$ cat src/rtl/sync_fifo_pkg.sv
// Shared defaults and width helpers for the parameterised synchronous FIFO.
package sync_fifo_pkg;
   localparam int DEF_WIDTH = 8;
   localparam int DEF_DEPTH = 16;

   function automatic int ptr_w(input int depth);
      return $clog2(depth);
   endfunction

   // Occupancy word for the default geometry: one bit wider than a pointer to hold DEPTH.
   typedef logic [ptr_w(DEF_DEPTH):0] def_count_t;
endpackage

$ cat src/rtl/sync_fifo_mem.sv
// DEPTH x WIDTH storage: one synchronous write port, one read port.
// SYNC_FIFO_FWFT_EN selects a combinational read port instead of the registered one.
module sync_fifo_mem
   import sync_fifo_pkg::*;
#(
   parameter int WIDTH = DEF_WIDTH,
   parameter int DEPTH = DEF_DEPTH
) (
   input  logic                     clk,
   input  logic                     rst,
   input  logic                     we,
   input  logic [ptr_w(DEPTH)-1:0]  waddr,
   input  logic [WIDTH-1:0]         wdata,
   input  logic                     re,
   input  logic [ptr_w(DEPTH)-1:0]  raddr,
   output logic [WIDTH-1:0]         rdata
);
   logic [WIDTH-1:0] mem [DEPTH];

   // Storage is deliberately left unreset.
   always_ff @(posedge clk) begin
      if (we) mem[waddr] <= wdata;
   end

`ifdef SYNC_FIFO_FWFT_EN
   assign rdata = mem[raddr];

   logic unused_rd;
   assign unused_rd = ^{rst, re};
`else
   // Nonblocking read returns the pre-write word when raddr == waddr on the same edge.
   always_ff @(posedge clk) begin
      if (!rst)    rdata <= '0;
      else if (re) rdata <= mem[raddr];
   end
`endif
endmodule

$ cat src/rtl/sync_fifo_param.sv
// Parameterised synchronous FIFO with count, almost flags and sticky error flags.
// Define SYNC_FIFO_FWFT_EN for first-word-fall-through reads; default is 1-cycle registered read.
module sync_fifo_param
   import sync_fifo_pkg::*;
#(
   parameter int WIDTH     = DEF_WIDTH,
   parameter int DEPTH     = DEF_DEPTH,
   parameter int AF_THRESH = DEPTH - 2,
   parameter int AE_THRESH = 2
) (
   input  logic                    clk,
   input  logic                    rst,
   input  logic                    wr_en,
   input  logic                    rd_en,
   input  logic [WIDTH-1:0]        din,
   output logic [WIDTH-1:0]        dout,
   output logic                    rd_valid,
   output logic                    full,
   output logic                    empty,
   output logic                    almost_full,
   output logic                    almost_empty,
   output logic [ptr_w(DEPTH):0]   count,
   output logic                    overflow,
   output logic                    underflow
);
   localparam int PW = ptr_w(DEPTH);
   localparam int CW = PW + 1;

   if (DEPTH < 2 || (DEPTH & (DEPTH - 1)) != 0) begin : g_bad_depth
      $error("sync_fifo_param: DEPTH must be a power of two >= 2");
   end
   if (WIDTH < 1) begin : g_bad_width
      $error("sync_fifo_param: WIDTH must be >= 1");
   end
   if (AF_THRESH < 0 || AF_THRESH > DEPTH || AE_THRESH < 0 || AE_THRESH > DEPTH) begin : g_bad_thresh
      $error("sync_fifo_param: thresholds must lie in 0..DEPTH");
   end

   logic [PW-1:0]    wr_ptr, rd_ptr;
   logic             wr_acc, rd_acc;
   logic [WIDTH-1:0] mem_rdata;

   // A full FIFO still accepts a write when a pop frees the head slot on the same edge.
   assign rd_acc = rd_en & ~empty;
   assign wr_acc = wr_en & (~full | rd_acc);

   assign full         = (count == CW'(DEPTH));
   assign empty        = (count == '0);
   assign almost_full  = (count >= CW'(AF_THRESH));
   assign almost_empty = (count <= CW'(AE_THRESH));

   always_ff @(posedge clk) begin
      if (!rst) begin
         wr_ptr    <= '0;
         rd_ptr    <= '0;
         count     <= '0;
         overflow  <= 1'b0;
         underflow <= 1'b0;
      end else begin
         if (wr_acc) wr_ptr <= wr_ptr + PW'(1);
         if (rd_acc) rd_ptr <= rd_ptr + PW'(1);
         case ({wr_acc, rd_acc})
            2'b10:   count <= count + CW'(1);
            2'b01:   count <= count - CW'(1);
            default: ;
         endcase
         overflow  <= overflow  | (wr_en & ~wr_acc);
         underflow <= underflow | (rd_en & ~rd_acc);
      end
   end

   sync_fifo_mem #(.WIDTH(WIDTH), .DEPTH(DEPTH)) u_mem (
      .clk   (clk),
      .rst   (rst),
      .we    (wr_acc),
      .waddr (wr_ptr),
      .wdata (din),
      .re    (rd_acc),
      .raddr (rd_ptr),
      .rdata (mem_rdata)
   );

`ifdef SYNC_FIFO_FWFT_EN
   assign dout     = empty ? '0 : mem_rdata;
   assign rd_valid = ~empty;
`else
   assign dout = mem_rdata;

   always_ff @(posedge clk) begin
      if (!rst) rd_valid <= 1'b0;
      else      rd_valid <= rd_acc;
   end
`endif
endmodule
$ cat config.mk
export PLATFORM = sky130hd
export DESIGN_NAME = sync_fifo_param
export DESIGN_NICKNAME = d
export VERILOG_FILES = /design/src/rtl/sync_fifo_pkg.sv /design/src/rtl/sync_fifo_mem.sv /design/src/rtl/sync_fifo_param.sv
export SDC_FILE = /design/constraint.sdc
export NUM_CORES = 1
export LEC_CHECK = 0
export ABC_AREA = 0
export BUFFER_PORTS_ARGS = -buffer_cell sky130_fd_sc_hd__buf_2
export CAP_MARGIN = 15
export CORE_MARGIN = 10
export CORE_UTILIZATION = 32
export DETAILED_ROUTE_END_ITERATION = 10
export SYNTH_ARGS = -nofsm -noshare
export SYNTH_HDL_FRONTEND = slang
export SYNTH_SLANG_ARGS = --single-unit
export TNS_END_PERCENT = 50
$ cat constraint.sdc
create_clock -name clk -period 3.7 [get_ports clk]
set_input_delay 0.185 -clock clk [delete_from_list [all_inputs] [get_ports clk]]
set_output_delay 0.185 -clock clk [all_outputs]
set_load 0.005 [all_outputs]
# Word-level counts from Yosys, hierarchy flattened
# Memory sizes are Yosys's and may differ from the RTL's. A register that Yosys moved wholly into a read port is not among the register bits.
# Cells that the tools add are included.
# word_totals
ff_bits,16
latchBits,0
ram_bits,128
rom_bits,0
input_bits,12
output_inout_bits,20
word_cells,33
memories,1
# op_classes
addsub,4
multipliers,0
div,0
order_cmp,2
eq_ne,3
shifts,0
n_mux,3
n_bitwise,11
n_reduce_logical,3
# memory_table
memory,words,word_bits,read_ports,rd_clocked_by_memory_dff,wr,line_no,rtl
u_mem.mem,16,8,1,1,1,sync_fifo_mem.sv:18,logic [WIDTH-1:0] mem [DEPTH];
# op_table
operator,n
case mux 5 bit (2 select lines),1
"adder 4 x 1 -> 4 bit, second input constant",2
"adder 5 x 1 -> 5 bit, second input constant",1
"== test 5 bit, second input constant",1
">= comparator 5 x 4 -> 1 bit, second input constant",1
"less-or-equal comparator 5 x 2 -> 1 bit, second input constant",1
zero test 5 bit,1
"subtractor 5 x 1 -> 5 bit, second input constant",1
bitwise AND 1 bit,4
NOT 1 bit,4
OR 1 bit,3
"== test 2 x 1 -> 1 bit, second input constant",1
"== test 2 bit, second input constant",1
two-way mux 1 bit,2
nonzero test 2 bit,1
zero test 1 bit,1

# Depth between registers and ports, before layout
# Gate-level depths: netlist of the first run.
# depth
ltp_word,8
mapped_depth,10
depth_no_buf,8

# Modules after synthesis
# A second synthesis of the first run with hierarchy kept.
# unflattened
cells_unflattened,413
hier_area_um2,6204.7
# by_module_without_submodules
module,n_inst,cells_each,area_each_um2,seq_area_each_um2
sync_fifo_mem,1,318,5351.4,4003.8
sync_fifo_param,1,95,853.3,320.3

# Worst setup path after synthesis of the first run
# OpenSTA, ideal clock, no wires.
# synth_timing
kind,reg2reg
startpoint,reg count[0]
endpoint,reg count[4]
setup_time_ps,120
arrival_time_ps,2611
required_ps,3580
slack_ps,969
stages_incl_launch_ff,11
n_path_buf,2
period_less_slack_ps,2731
cell_sequence,dfxtp_1 or4_4 buf_6 o21ai_4 buf_6 nor2_1 fa_1 a21o_1 a211oi_1 a211oi_1 o31a_1
# synth_between
elab_chain_len,7
elab_cells_between_ends,13
classes_between,2 x add/sub; 3 x eq/ne; 1 x mux; 5 x bitwise; 2 x reduce/logical
# synth_rtl
element,line_no,rtl
"start, declared",sync_fifo_param.sv:22,"output logic [ptr_w(DEPTH):0] count,"
"start signal, assigned",sync_fifo_param.sv:63,2'b10: count <= count + CW'(1);
"start signal, assigned",sync_fifo_param.sv:64,2'b01: count <= count - CW'(1);
zero test 5 bit,sync_fifo_param.sv:48,assign empty = (count == '0);
NOT 1 bit,sync_fifo_param.sv:44,assign rd_acc = rd_en & ~empty;
bitwise AND 1 bit,sync_fifo_param.sv:44,
OR 1 bit,sync_fifo_param.sv:45,assign wr_acc = wr_en & (~full | rd_acc);
bitwise AND 1 bit,sync_fifo_param.sv:45,
== test 2 x 1 -> 1 bit or == test 2 bit (tied branches),sync_fifo_param.sv:62,"case ({wr_acc, rd_acc})"
case mux 5 bit (2 select lines) or nonzero test 2 bit (tied branches),n/a,
# Several ways; a longest one is shown, not always the timed one.
# A chain may end at the register's enable or synchronous reset.

# Worst setup path in the final report of the first run
# Ends and elaborated chain as after synthesis.

==> flow_summary.yaml, run 1 <==
floorplan:
  placementRows: 50
  die_h_um: 159
  die_width_um: 159
  die-area_mm2: 0.0253
  start_util_pct: 32.8
  ios: 32
  core_mm2: 0.0188
placement:
  gp_congestion: 0.814
  detailed_place_hpwl_mm: 8.33
  dp_slack_ns: 0.665
  dp.cells: 657
  numPortBuffers: 31
timing:
  tns_ns: 0
  skew_ns: 0.00807
  tightest_slew_ns: 0.867
  rsz0062_at_grt: "no"
  drv_slew: 0
  finalHoldViolations: 0
  max_freq_mhz: 331
  layout_setup_ws_ns: 0.681
  finalCritPeriodShare_pct: 81.6
  relSlewSlack_pct: 42.0
  period_minus_slack_ns: 3.02
  final-setup-viol-count: 0
setup_path:
  crit_path_start: "count[0]"
  rr_endpoint: "count[4]"
  critical_path_arrival_ns: 3.32
  criticalPathCategory: "register to register"
  critPathMaxFanout: 13
  start_kind: "register"
  critPathCaptureType: "register"
  regToRegStartpoint: "count[0]"
  r2r_setup_slack_ns: 0.68
  cp.required_ns: 4.01
  cp-endpoint: "count[4]"
  rr_worst_depth: 8
synthesis:
  synth-async-reset-ratio_pct: 0
  yosysTopAreaCellShare_pct: 62.2
  yosysUniqueCellTypes: 46
  synth_top_family_by_area: "multiplexers"
  synth_edf_count: 128
  ys_seq_area_share_pct: 70.0
  synthFlopType: "edfxtp_1"
  avgSynthCellArea_um2: 16.3
  synth_simple_gate_area_share_pct: 5.89
  synth_area_mm2: 0.00618
  ys_ff_latch: 152
  synth_mux_area_share_pct: 12.5
  synth_compound_area_share_pct: 7.05
  yosys-top-cells-area: "edfxtp_1 (62%), dfxtp_1 (7.8%), mux2i_1 (6.3%)"
  synthCells: 380
  synth_xor_xnor_area_share_pct: 0.709
  yosys.area.top_type: "edfxtp_1"
  synth_nets: 401
  synth_fa_ha_area_share_pct: 1.94
  synth_warnings: 0
layout:
  layout_common_cells: "edfxtp_1 (128), mux2i_1 (39), buf_2 (31)"
  layout-drive-gt1-share_pct: 21.7
  nets: 437
  syn_to_final_growth_pct: 16.1
  final_common_cell: "edfxtp_1"
  multi_input_area_mm2: 0.00174
  fillers: 1736
  register_area_mm2: 0.00433
  diodes: 0
  stdcell_count: 689
power:
  powerDensity_mw_per_mm2: 616
  finalPower_mw: 4.42
  leakagePower_nw: 2.34
  vdd_drop_max_uv: 255
clock_network:
  numCtsBuffers: 17
  worstSkewPairLatency_ns: 0.42
  cts_tree: "built"
  cts.clk_slew.worst_paths_ns: 0.06
  cts_resized: 0
  htree_num_levels: 4
  cts.path.max_buffers: 2
  clock-sinks: 152
  cts_setup_buffers: 0
  holdBufCountCts: 0
  root_buffer: "clkbuf_16"
detailed_routing:
  firstDrtPassIters: 4
  wirelength_mm: 12.6
  post_drt_wl_per_cell_um: 18.3
  dr_total_vias: 3322
  ant_nets: 0
  drt_first_iter_violations: 255
  drc: 0
  vias_per_cell: 4.82
grt:
  grt_pass1_wl_mm: 19.8
  grt_pass1_vias: 3318
  grt_max_degree: 30
  antenna_found_initial: 1
  grt.total_usage_pct: 10.3
  grt-ovfl-total: 0
flow_run:
  maxCapViolCount: 0
min_path:
  hp-class: "input pin to register"
outcome:
  status: "completed"
==> power by group <==
| part | total (mW) | internal, mW | switching (mW) |
|---|---|---|---|
| clock | 1.60 | 0.924 | 0.680 |
| combinational | 0.776 | 0.340 | 0.436 |
| sequential | 2.04 | 1.95 | 0.0938 |
==> synth_stat cells (all sizes together), types with 2 or more instances <==
master  count
a22oi       8
dfxtp      24
o21ai      10
mux4       16
nor2b       3
nand3b      2
o31a        2
clkbuf      6
xor2        3
nand3       3
a21oi      13
edfxtp    128
nor3       13
o22ai      16
mux2i      40
a21o        3
nor2       23
inv         4
nand4       2
nand2      16
ha          8
a211oi      2
nand2b      5
or3         2
buf        14
xnor2       2
==> metal layers <==
layer | global-route usage, % | up-vias | wire length (µm)
met5 | 0 | - | 0
met4 | 3.92 | 0 | 179
met3 | 3.41 | 13 | 855
met2 | 15.4 | 89 | 5860
met1 | 13.5 | 1658 | 5730
li1 | - | 1562 | -
==> final cells by class <==
class	instances	area share (%)
repair buffers	37	2.97
multi-input cells	203	24.2
well taps	260	4.54
clock buffers	17	5.93
inverters	5	0.262
flip-flops and latches	152	60.3
clock inverters	15	1.80
==> metrics by stage <==
stage	cell area, µm²	hold WS, ns	utilization (%)
floorplan	6180	0.284	-
global placement	6620	0.454	35.1
detailed placement	6620	0.460	35.1
CTS	7170	0.144	38.1
global route	7170	0.151	38.1
finish	7170	0.163	38.1
==> worst min-delay path by stage <==
stage,endpoint,from,slack [ns],depth (start not counted)
finish,u_mem.mem[11][0],din[0],0.16,1
global placement,underflow,underflow,0.45,2
CTS,u_mem.mem[4][0],din[0],0.14,1
detailed placement,underflow,underflow,0.46,2
global route,u_mem.mem[11][0],din[0],0.15,1
floorplan,u_mem.mem[0][0],din[0],0.28,0
==> critical path, stage by stage (launching register included) <==
cell	delay, ns
dfxtp_1	0.38
or4_4	0.69
o21ai_4	0.36
nor2_1	0.18
fa_1	0.43
a21o_1	0.21
a211oi_1	0.27
a211oi_1	0.09
o31a_1	0.30
==> cell families (layout without fill, tap and decap cells) <==
logic type,after synthesis,in the layout
AO/OA/AOI/OAI,60,60
AND/OR/NAND/NOR,73,73
flip-flops,152,152
multiplexers,56,56
buffers and inverters,25,74
XOR/XNOR,5,5
adder cells (fa/ha/maj),9,9
==> sequential cells by signal (all words and copies together), names as in the netlist <==
signal	flops
u_mem.mem	128
u_mem.rdata	8
count	5
rd_ptr	4
wr_ptr	4
overflow	1
rd_valid	1
underflow	1
(Power assumes the default switching activity.)
==> run 2, diff against run 1 <==
==> constraint.sdc (replaced) <==
create_clock -name clk -period 2.65 [get_ports clk]
set_input_delay 0.1325 -clock clk [delete_from_list [all_inputs] [get_ports clk]]
set_output_delay 0.1325 -clock clk [all_outputs]
set_load 0.005 [all_outputs]
==> run 2 against run 1 <==
Wire length increased by 5.6%. Sequential power increased by 38%. Die area unchanged. Count of clock-buffer cells in the layout increased by 3. Non-clock buffer count increased by 10. Maximum frequency increased by 22%. Register-to-register slack got worse by 0.50 ns. Core utilization increased by 0.24 points. Final area increased by 0.63%. Critical path depth unchanged. Clock power increased by 28%. Total power increased by 37%. Critical endpoint unchanged. Largest cell class unchanged. Highest routed layer unchanged.
==> flow_summary.yaml, run 2 (synthesis results as in run 1) <==
detailed_routing:
  post_drt_wl_per_cell_um: 19.1
  vias_per_cell: 4.78
  drc: 0
  firstDrtPassIters: 4
  drt_first_iter_violations: 211
  dr_total_vias: 3344
  wirelength_mm: 13.3
  ant_nets: 0
timing:
  rsz0062_at_grt: "no"
  final-setup-viol-count: 0
  drv_slew: 0
  tns_ns: 0
  period_minus_slack_ns: 2.47
  finalHoldViolations: 0
  max_freq_mhz: 405
  finalCritPeriodShare_pct: 93.1
  skew_ns: 0.00627
  relSlewSlack_pct: 44.1
  tightest_slew_ns: 0.835
floorplan:
  core_mm2: 0.0188
  ios: 32
  die_h_um: 159
  die_width_um: 159
  placementRows: 50
  die-area_mm2: 0.0253
  start_util_pct: 32.8
setup_path:
  criticalPathCategory: "register to register"
  rr_worst_depth: 8
  rr_endpoint: "count[4]"
  start_kind: "register"
  critPathMaxFanout: 7
  r2r_setup_slack_ns: 0.18
  slowest_stage: "or4_4"
  cp.required_ns: 2.96
  critical_path_arrival_ns: 2.77
  max_stage_delay_ns: 0.56
  critPathCaptureType: "register"
  cp_cell_sequence: "or4_4 -> o21ai_4 -> nor2_2 -> fa_2 -> a21o_1 -> a211oi_2 -> a211oi_1 -> o31a_1"
  regToRegStartpoint: "count[1]"
placement:
  detailed_place_hpwl_mm: 8.86
  numPortBuffers: 31
  gp_congestion: 0.807
  dp.cells: 665
power:
  powerDensity_mw_per_mm2: 840
  leakagePower_nw: 2.38
  vdd_drop_max_uv: 315
layout:
  layout-drive-gt1-share_pct: 23.9
  top_regs: "u_mem.mem x128, u_mem.rdata x8, count x5"
  final_common_cell: "edfxtp_1"
  largest_reg_flops: 128
  stdcell_count: 699
  fillers: 1748
  layout_common_cells: "edfxtp_1 (128), mux2i_1 (39), buf_2 (32)"
  nets: 447
  regMostFlops: "u_mem.mem"
  diodes: 0
  syn_to_final_growth_pct: 16.8
clock_network:
  htree_num_levels: 4
  clock-sinks: 152
  numCtsBuffers: 17
  root_buffer: "clkbuf_16"
  cts_setup_buffers: 0
  cts.clk_slew.worst_paths_ns: 0.06
  holdBufCountCts: 0
  cts.path.max_buffers: 2
  cts_tree: "built"
  cts_resized: 0
  worstSkewPairLatency_ns: 0.42
grt:
  grt_pass1_wl_mm: 21.0
  grt-ovfl-total: 0
  grt_pass1_vias: 3524
  antenna_found_initial: 0
  grt.total_usage_pct: 10.9
  grt_max_degree: 22
min_path:
  hp-class: "input pin to register"
  whs_path_depth: 1
  min_from: "din[6]"
  hold_end: "u_mem.mem[9][6]"
outcome:
  status: "completed"
flow_run:
  maxCapViolCount: 0
## run 2: area by class of cell
class / count / area (µm²) / share of cell area, %
Clock buffer: 20 / 437 / 6.05
Clock inverter: 12 / 63.8 / 0.884
Inverter: 5 / 18.8 / 0.260
Multi-Input combinational cell: 203 / 1750 / 24.3
Sequential cell: 152 / 4330 / 60.0
Tap cell: 260 / 325 / 4.51
Timing Repair Buffer: 47 / 295 / 4.09
## run 2: how the worst max path moves through the flow
stage / slack (ns) / startpoint / cells past startpoint / to
final: 0.18 / count[1] / 8 / count[4]
after global routing: 0.1 / count[1] / 8 / count[4]
after detailed placement: 0.20 / count[1] / 8 / count[4]
after global placement: 0.26 / count[1] / 8 / count[4]
after floorplan: 0.02 / count[3] / 10 / count[4]
after CTS: 0.18 / count[1] / 8 / count[4]
## run 2: metal layers
layer | track usage (%) | share of wire [%]
met5 | 0 | 0
met4 | 4.38 | 1.8
met3 | 3.41 | 5.4
met2 | 16.7 | 48
met1 | 14.0 | 45
## run 2: per-stage QoR
step	power (mW)	hold slack (ns)	setup slack, ns	cell area, µm²	utilization [%]
floorplan	3.70	0.231	0.0163	6200	-
global placement	4.04	0.455	0.260	6710	35.6
detailed placement	4.07	0.462	0.196	6710	35.6
CTS	6.12	0.107	0.179	7210	38.3
global route	6.36	0.115	0.0984	7220	38.3
finish	6.06	0.122	0.184	7220	38.3
## run 2: power by group
group,internal (mW),switching [mW]
registers,2.72,0.0923
clock network,1.17,0.880
logic,0.517,0.683
## run 2: worst max-delay path: cells and delay by family (launching register included)
family / cells / cell delay (ns)
AND/OR/NAND/NOR: 2 / 0.64
AO/OA/AOI/OAI: 5 / 0.98
flip-flops: 1 / 0.36
adder cells (fa/ha/maj): 1 / 0.37
==> run 3, diff against run 2 <==
--- a/config.mk
+++ b/config.mk
@@ -7,10 +7,12 @@
 export LEC_CHECK = 0
 export ABC_AREA = 0
 export BUFFER_PORTS_ARGS = -buffer_cell sky130_fd_sc_hd__buf_2
-export CAP_MARGIN = 15
+export CAP_MARGIN = 0
 export CORE_MARGIN = 10
-export CORE_UTILIZATION = 32
+export CORE_UTILIZATION = 50
 export DETAILED_ROUTE_END_ITERATION = 10
+export PLACE_DENSITY = 0.7
+export RECOVER_POWER = 50
 export SYNTH_ARGS = -nofsm -noshare
 export SYNTH_HDL_FRONTEND = slang
 export SYNTH_SLANG_ARGS = --single-unit
==> run 3 against run 2 <==
Maximum frequency fell by 1.4%. Clock power rose by 22%. Die area fell by 32%. Critical endpoint unchanged. Largest power group unchanged.
==> flow_summary.yaml, run 3 (synthesis results as in run 1) <==
placement:
  dp.cells: 578
  gp_congestion: 0.796
  numPortBuffers: 31
  placed_cell_area_mm2: 0.00662
  detailed_place_hpwl_mm: 8.09
floorplan:
  ios: 32
  die_width_um: 131
  placementRows: 40
  core_mm2: 0.0121
  die-area_mm2: 0.0172
  die_h_um: 131
  start_util_pct: 51.2
timing:
  finalCritPeriodShare_pct: 94.4
  relSlewSlack_pct: 26.6
  final-setup-viol-count: 0
  period_minus_slack_ns: 2.50
  whs_ns: 0.140
  max_freq_mhz: 400
  tightest_slew_ns: 1.09
  drv_slew: 0
  finalHoldViolations: 0
  tns_ns: 0
  rsz0062_at_grt: "no"
  skew_ns: 0.00815
setup_path:
  slowest_stage: "or4_4"
  max_stage_delay_ns: 0.58
  critPathMaxFanout: 7
  cp_top_family: "compound AO/OA/AOI/OAI gates"
  critPathCaptureType: "register"
  criticalPathCategory: "register to register"
  cp.required_ns: 2.95
  critPathBufInv: 0
  start_kind: "register"
  cp_cell_sequence: "or4_4 -> o21ai_4 -> nor2_2 -> fa_2 -> a21o_1 -> a211oi_2 -> a211oi_1 -> o31a_1"
  critical_path_arrival_ns: 2.80
grt:
  grt_pass1_wl_mm: 19.3
  antenna_found_initial: 0
  grt_pass1_vias: 3414
  grt.total_usage_pct: 14.5
  grt-ovfl-total: 0
  grt_max_degree: 37
clock_network:
  cts.clk_slew.worst_paths_ns: 0.06
  clock-sinks: 152
  worstSkewPairLatency_ns: 0.41
  holdBufCountCts: 0
  cts_tree: "built"
  htree_num_levels: 4
  cts_setup_buffers: 0
  cts_resized: 0
  root_buffer: "clkbuf_16"
  cts.path.max_buffers: 2
  numCtsBuffers: 17
layout:
  layout-drive-gt1-share_pct: 20.1
  nets: 450
  multi_input_area_mm2: 0.00175
  fillers: 905
  stdcell_count: 610
  final_area_mm2: 0.00722
  regMostFlops: "u_mem.mem"
  diodes: 0
  largest_reg_flops: 128
  layout_common_cells: "edfxtp_1 (128), mux2i_1 (39), dfxtp_1 (23), clkbuf_1 (23), nor2_1 (21)"
  final_common_cell: "edfxtp_1"
  top_regs: "u_mem.mem x128, u_mem.rdata x8, count x5"
  register_area_mm2: 0.00433
  syn_to_final_growth_pct: 16.8
detailed_routing:
  drc: 0
  dr_total_vias: 3454
  firstDrtPassIters: 4
  ant_nets: 0
  vias_per_cell: 5.66
  post_drt_wl_per_cell_um: 20.5
  drt_first_iter_violations: 287
  wirelength_mm: 12.5
outcome:
  status: "completed"
power:
  leakagePower_nw: 2.38
  vdd_drop_max_uv: 444
  powerDensity_mw_per_mm2: 897
min_path:
  hp-class: "input pin to register"
flow_run:
  maxCapViolCount: 0
==> run 3: layout make-up <==
cell class | instances | share of cell area [%]
sequential | 152 | 59.9
timing repair buffer | 50 | 3.83
clock buffer | 21 | 6.97
inverter | 5 | 0.260
multi-input combinational | 203 | 24.3
tap | 168 | 2.91
clock inverter | 11 | 1.84
==> run 3: final timing paths <==
path         slack (ns)       from   endpoint  cells past startpoint
max                0.15   count[1]   count[4]                      8
min                0.14      wr_en   overflow                      3
max reg2reg        0.15   count[1]   count[4]                      8
min reg2reg        0.47  underflow  underflow                      2
==> run 3: per-layer routing <==
metal / wire, µm / track usage [%] / up-vias
met1: 5410 / 18.3 / 1740
met5: 0 / 0 / -
met2: 6050 / 22.6 / 110
met3: 754 / 4.42 / 22
li1: - / - / 1582
met4: 318 / 6.44 / 0
==> run 3: worst register-to-register path: cells and delay by family (launching register included) <==
family | cells | cell delay (ns)
DFF | 1 | 0.38
adders and majority gates | 1 | 0.36
and+or+nand+nor | 2 | 0.66
AOI/OAI and AO/OA | 5 | 0.98
==> run 3: where the power goes <==
group	switching, mW	internal (mW)	total (mW)
Combinational	0.667	0.483	1.15
Clock	0.949	1.56	2.51
Sequential	0.0981	2.72	2.82
Total	1.71	4.76	6.48
==> run 3: per-stage QoR <==
stage	worst slack [ns]	power [mW]	util, %
finish	0.149	6.48	59.8
global route	0.0685	6.76	59.8
CTS	0.179	6.55	60.1
detailed placement	0.198	4.05	54.9
global placement	0.262	4.02	54.9
floorplan	0.0163	3.70	-
